--- src/rtl/vga_timing_pkg.sv ---
`default_nettype none
// ============================================================================
// Module      : vga_timing_pkg
// Description : Shared vertical-state encoding and default 1024x768 timing
//               constants for the VGA line/frame timing chain.
// Revision    : 1.0 - initial release
// ============================================================================
package vga_timing_pkg;

    // Vertical timing state; UNLOCKED until the first line start is seen
    typedef enum logic [2:0] {
        UNLOCKED = 3'd0,
        V_ACT    = 3'd1,
        V_FP     = 3'd2,
        V_SY     = 3'd3,
        V_BP     = 3'd4
    } vstate_t;

    localparam int DEF_H_ACTIVE = 1024;
    localparam int DEF_H_TOTAL  = 1328;
    localparam int DEF_V_ACTIVE = 768;
    localparam int DEF_V_FRONT  = 3;
    localparam int DEF_V_SYNC   = 6;
    localparam int DEF_V_BACK   = 29;

endpackage : vga_timing_pkg
`default_nettype wire

--- src/rtl/rising_edge_detector.sv ---
`default_nettype none
// ============================================================================
// Module      : rising_edge_detector
// Description : Registers a same-domain signal and flags its rising edge.
//               A signal already high when reset releases reads as a rise.
// Revision    : 1.0 - initial release
// ============================================================================
module rising_edge_detector (
    input  logic control_clock,
    input  logic reset_n,
    input  logic sig,
    output logic rise,
    output logic sig_q
);

    // One-cycle delayed copy of the input for edge comparison
    always_ff @(posedge control_clock or negedge reset_n) begin
        if (!reset_n) begin
            sig_q <= 1'b0;
        end else begin
            sig_q <= sig;
        end
    end

    assign rise = sig & ~sig_q;

endmodule : rising_edge_detector
`default_nettype wire

--- src/rtl/vga_line_frame_timer.sv ---
`default_nettype none
// ============================================================================
// Module      : vga_line_frame_timer
// Description : Follows the horizontal sync waveform and produces pixel
//               position, line index, vertical sync, display enable and
//               line/frame markers, with a missing-edge lock monitor.
// Revision    : 1.0 - initial release
// ============================================================================
module vga_line_frame_timer
    import vga_timing_pkg::*;
#(
    parameter int   H_ACTIVE      = DEF_H_ACTIVE,
    parameter int   H_TOTAL       = DEF_H_TOTAL,
    parameter int   V_ACTIVE      = DEF_V_ACTIVE,
    parameter int   V_FRONT       = DEF_V_FRONT,
    parameter int   V_SYNC        = DEF_V_SYNC,
    parameter int   V_BACK        = DEF_V_BACK,
    parameter logic V_SYNC_ACTIVE = 1'b0,
    parameter int   X_WIDTH       = 11,
    parameter int   Y_WIDTH       = 10
) (
    input  logic               control_clock,
    input  logic               reset_n,
    input  logic               h_sync,
    output logic [X_WIDTH-1:0] pixel_x,
    output logic [Y_WIDTH-1:0] pixel_y,
    output logic               display_enable,
    output logic               v_sync,
    output logic               line_start,
    output logic               frame_start,
    output logic               locked
);

    localparam logic [X_WIDTH-1:0] X_LAST    = X_WIDTH'(H_TOTAL - 1);
    localparam logic [X_WIDTH-1:0] X_ACT_END = X_WIDTH'(H_ACTIVE);
    localparam logic [Y_WIDTH-1:0] Y_ACT_LST = Y_WIDTH'(V_ACTIVE - 1);
    localparam logic [Y_WIDTH-1:0] Y_FP_LST  = Y_WIDTH'(V_FRONT - 1);
    localparam logic [Y_WIDTH-1:0] Y_SY_LST  = Y_WIDTH'(V_SYNC - 1);
    localparam logic [Y_WIDTH-1:0] Y_BP_LST  = Y_WIDTH'(V_BACK - 1);

    vstate_t            state;
    vstate_t            nxt_state;
    logic [X_WIDTH-1:0] nxt_x;
    logic [Y_WIDTH-1:0] nxt_y;
    logic [Y_WIDTH-1:0] last_y;
    logic               nxt_locked;
    logic               nxt_frame;
    logic               rise;
    logic               h_sync_q;

    rising_edge_detector u_hsync_edge (
        .control_clock (control_clock),
        .reset_n       (reset_n),
        .sig           (h_sync),
        .rise          (rise),
        .sig_q         (h_sync_q)
    );

    // Last line index of the current vertical state
    always_comb begin
        last_y = '0;
        case (state)
            V_ACT:   last_y = Y_ACT_LST;
            V_FP:    last_y = Y_FP_LST;
            V_SY:    last_y = Y_SY_LST;
            V_BP:    last_y = Y_BP_LST;
            default: last_y = '0;
        endcase
    end

    // Next-state, counters and lock: a rise always wins over a timeout
    always_comb begin
        nxt_state  = state;
        nxt_x      = pixel_x;
        nxt_y      = pixel_y;
        nxt_locked = locked;
        nxt_frame  = 1'b0;
        if (rise) begin
            nxt_x = '0;
            if (state == UNLOCKED) begin
                nxt_state  = V_ACT;
                nxt_y      = '0;
                nxt_locked = 1'b1;
                nxt_frame  = 1'b1;
            end else if (pixel_y == last_y) begin
                nxt_y = '0;
                case (state)
                    V_ACT:   nxt_state = V_FP;
                    V_FP:    nxt_state = V_SY;
                    V_SY:    nxt_state = V_BP;
                    V_BP: begin
                        nxt_state = V_ACT;
                        nxt_frame = 1'b1;
                    end
                    default: nxt_state = UNLOCKED;
                endcase
            end else begin
                nxt_y = pixel_y + 1'b1;
            end
        end else if (pixel_x < X_LAST) begin
            nxt_x = pixel_x + 1'b1;
        end else begin
            // Line overran its expected length without an edge
            nxt_state  = UNLOCKED;
            nxt_locked = 1'b0;
            nxt_y      = '0;
        end
    end

    // State and registered outputs, all aligned with pixel_x
    always_ff @(posedge control_clock or negedge reset_n) begin
        if (!reset_n) begin
            state          <= UNLOCKED;
            pixel_x        <= '0;
            pixel_y        <= '0;
            locked         <= 1'b0;
            line_start     <= 1'b0;
            frame_start    <= 1'b0;
            v_sync         <= ~V_SYNC_ACTIVE;
            display_enable <= 1'b0;
        end else begin
            state          <= nxt_state;
            pixel_x        <= nxt_x;
            pixel_y        <= nxt_y;
            locked         <= nxt_locked;
            line_start     <= rise;
            frame_start    <= nxt_frame;
            v_sync         <= (nxt_state == V_SY) ? V_SYNC_ACTIVE : ~V_SYNC_ACTIVE;
            display_enable <= nxt_locked && (nxt_state == V_ACT) && (nxt_x < X_ACT_END);
        end
    end

endmodule : vga_line_frame_timer
`default_nettype wire

--- config.mk ---
export PLATFORM = sky130hd
export DESIGN_NAME = vga_line_frame_timer
export DESIGN_NICKNAME = d
export VERILOG_FILES = /design/src/rtl/vga_timing_pkg.sv /design/src/rtl/rising_edge_detector.sv /design/src/rtl/vga_line_frame_timer.sv
export SDC_FILE = /design/constraint.sdc
export NUM_CORES = 1
export LEC_CHECK = 0
export CORE_MARGIN = 2
export CORE_UTILIZATION = 45
export CTS_CLUSTER_SIZE = 10
export DETAILED_ROUTE_END_ITERATION = 7
export PLACE_DENSITY = 0.7
export SKIP_CTS_REPAIR_TIMING = 1
export SLEW_MARGIN = 40
export SYNTH_ARGS = -nofsm -noshare
export SYNTH_HDL_FRONTEND = slang
export SYNTH_SLANG_ARGS = --single-unit
--- constraint.sdc ---
create_clock -name control_clock -period 6.15 [get_ports control_clock]
set_clock_uncertainty 0.15 [all_clocks]
set_input_delay 1.23 -clock control_clock [delete_from_list [all_inputs] [get_ports control_clock]]
set_output_delay 1.23 -clock control_clock [all_outputs]
set_load 0.05 [all_outputs]
==> out/qor.yml <==
utilization_pct: 57.4
portBuffers: 28
vias_per_cell: 5.60
syn-instance-count: 175
hold_class: "reg2reg"
cp.buffers_inverters: 2
ys_dominant_reg_cell: "dfrtp_1"
fin_crit_ps: 3580
synth.cell_area_mm2: 0.00167
clock_path_buffers: 2
powerDensity_mw_per_mm2: 422
floorplan.initialDensity_pct: 46.2
finalNetCount: 208
tritoncts: "built"
io_pins: 29
cts_made_buffers: 5
grt_use_total_pct: 19.6
synth_edf_count: 0
area_taken_by_multi_input_logic_gates_um2: 860
max_slew_margin_pct: 58.0
cpLargestDelayFamily: "simple AND/OR/NAND/NOR gates"
worst_setup_path_start_kind: "input port"
synth.area.top_cells: "dfrtp_1 44%, nor2_1 5.0%, xnor2_1 3.7%"
grt_overflow_total: 0
critical_path.max_stage_delay_ps: 560
outcome: "completed"
ff2ff_setup_slack_ps: 3250
antenna_violations_before_repair: 0
routed_wire_length_per_instance_um: 15.2
ys_ff_latch: 30
die_h_um: 64.8
crit_arrival_ps: 3630
final-seq-area_um2: 752
timing.critical_path.cells: "clkdlybuf4s50_1, nand2b_1, clkinv_1, nor2_1, a221o_1, nor2_2, nor4bb_4"
fmax_mhz: 279
insertedDiodeCount: 0
cts.sinks: 30
root_buf_cell: "clkbuf_8"
cts.clk_slew.worst_paths_ps: 60
area.growth.synth_to_final_pct: 24.3
synth_fp_nets: 180
ant_nets: 0
fp.coreArea_mm2: 0.00361
endpoint_kind_of_the_worst_setup_timing_path: "register"
fill_cell_total_of_the_finished_layout: 315
p_leak_nw: 0.867
synthTopCellsByCount: "29 x dfrtp_1, 22 x nor2_1, 13 x nand2_1"
floorplan.die_area_mm2: 0.00420
ffs_w_async_s_r_synth_pct: 100
postRouteWirelength_um: 3820
clk-insertion-delay-late_ps: 290
finalSetupViolations: 0
synth_top_cell_by_area: "dfrtp_1"
yosysWarningCount: 0
yosysMostFrequentCell: "dfrtp_1"
first_pass_iters: 4
synthDominantCellAreaShare_pct: 43.6
detailed_place_hpwl_um: 2650
globalplace.congestion: 0.792
rsz0062_at_grt: "no"
timing.critical_path.slowest_stage_cell: "nor2_1"
synth.yosys.seq_area_share_pct: 45.2
critical_path.max_fanout: 18
synthesis.area_per_instance_um2: 9.52
max_cap_viol: 0
detail_route.drc_violations: 0
first_iter_violations: 59
finalHoldViolCount: 0
std_cell_rows: 22
number_of_max_slew_violations_in_the_final_report: 0
timing.critical_path.required_ps: 6200
worst_slew_pin_slew_ps: 627
die-width_um: 64.8
timing.setup.critical_path_class: "in2reg"
layout_cells_sized_above_1_pct: 8.33
grt_first_pass_wirelength_um: 6380
yosys.cell_types.count: 48
final.setup.tns_ps: 0
htreeDepth: 2
vias: 1411
pin_count_of_the_biggest_net_entering_global_routing: 31
period_share_pct: 58.2
via_count_of_the_first_global_routing_pass: 1327
irDropWorstVdd_mv: 0.172
[worst paths after layout]
kind,from,end,depth (start not counted)
setup reg to reg,state[1],display_enable,7
max in group asynchronous,reset_n,v_sync,2
hold / removal,locked,locked,1
setup / recovery,h_sync,display_enable,7
min in group asynchronous,reset_n,frame_start,2
hold reg to reg,locked,locked,1
[per-stage QoR]
stage / std cells / power [mW] / area (um^2) / hold slack, ps / worst slack, ps
CTS: 252 / 0.868 / 2060 / 387 / 2660
global placement: 244 / 0.690 / 1970 / 367 / 2500
global route: 252 / 0.920 / 2070 / 403 / 2360
detailed placement: 244 / 0.702 / 1970 / 365 / 2380
floorplan: 175 / 0.601 / 1670 / 481 / 3280
finish: 252 / 0.873 / 2070 / 378 / 2570
[registers in the layout (all words and copies together) (netlist names)]
register / flops
display_enable: 1
frame_start: 1
line_start: 1
locked: 1
pixel_x: 11
pixel_y: 10
state: 3
u_hsync_edge.sig_q: 1
v_sync: 1
[logic make-up (layout without fill, tap and decap cells)]
kind of cell | after synthesis | in the layout | synth area share (%)
mux | 3 | 3 | 1.88
flops | 30 | 30 | 45.2
compound gates | 37 | 37 | 15.4
fa+ha+maj | 2 | 2 | 1.50
xor+xnor | 12 | 12 | 6.31
simple gates | 78 | 78 | 26.1
buf+inv | 13 | 42 | 3.68
[metal layers]
metal / vias up / GRT usage (%) / part of all wire (%) / routed length [um]
li1: 683 / - / - / -
met1: 698 / 27.3 / 48 / 1850
met2: 21 / 28.9 / 47 / 1780
met3: 9 / 5.03 / 3.1 / 117
met4: 0 / 8.51 / 1.8 / 70
met5: - / 0 / 0 / 0
[power by group]
part           switching, mW  internal (mW)  total (mW)
Clock                 0.0733         0.0900       0.163
Combinational          0.249          0.158       0.407
Sequential            0.0683          0.235       0.303
[layout make-up]
| cell class | count | share of cell area (%) |
|---|---|---|
| clock buffer | 7 | 4.17 |
| clock inverter | 1 | 0.242 |
| inverter | 5 | 0.907 |
| multi-input combinational | 132 | 41.5 |
| sequential | 30 | 36.3 |
| tap | 48 | 2.90 |
| timing repair buffer | 29 | 13.9 |
[cell usage in the layout, fill, tap and decap left out, types with 2 or more instances in the layout]
cell type / count
nor2b_1: 2
or2_1: 2
nor4b_1: 2
xnor2_1: 7
xor2_1: 5
or4_1: 2
ha_1: 2
a21oi_1: 10
dfrtp_1: 29
nor2_1: 22
nand4_1: 5
o21ai_0: 4
a221o_1: 2
nor3_1: 3
a21o_1: 3
a31oi_1: 6
a22o_1: 3
nand2_1: 13
clkbuf_8: 6
nand3_1: 7
and3_1: 6
nand2b_1: 6
clkdlybuf4s50_1: 28
mux2i_1: 2
inv_1: 4
Note: power is estimated with default switching activity, not from simulation.
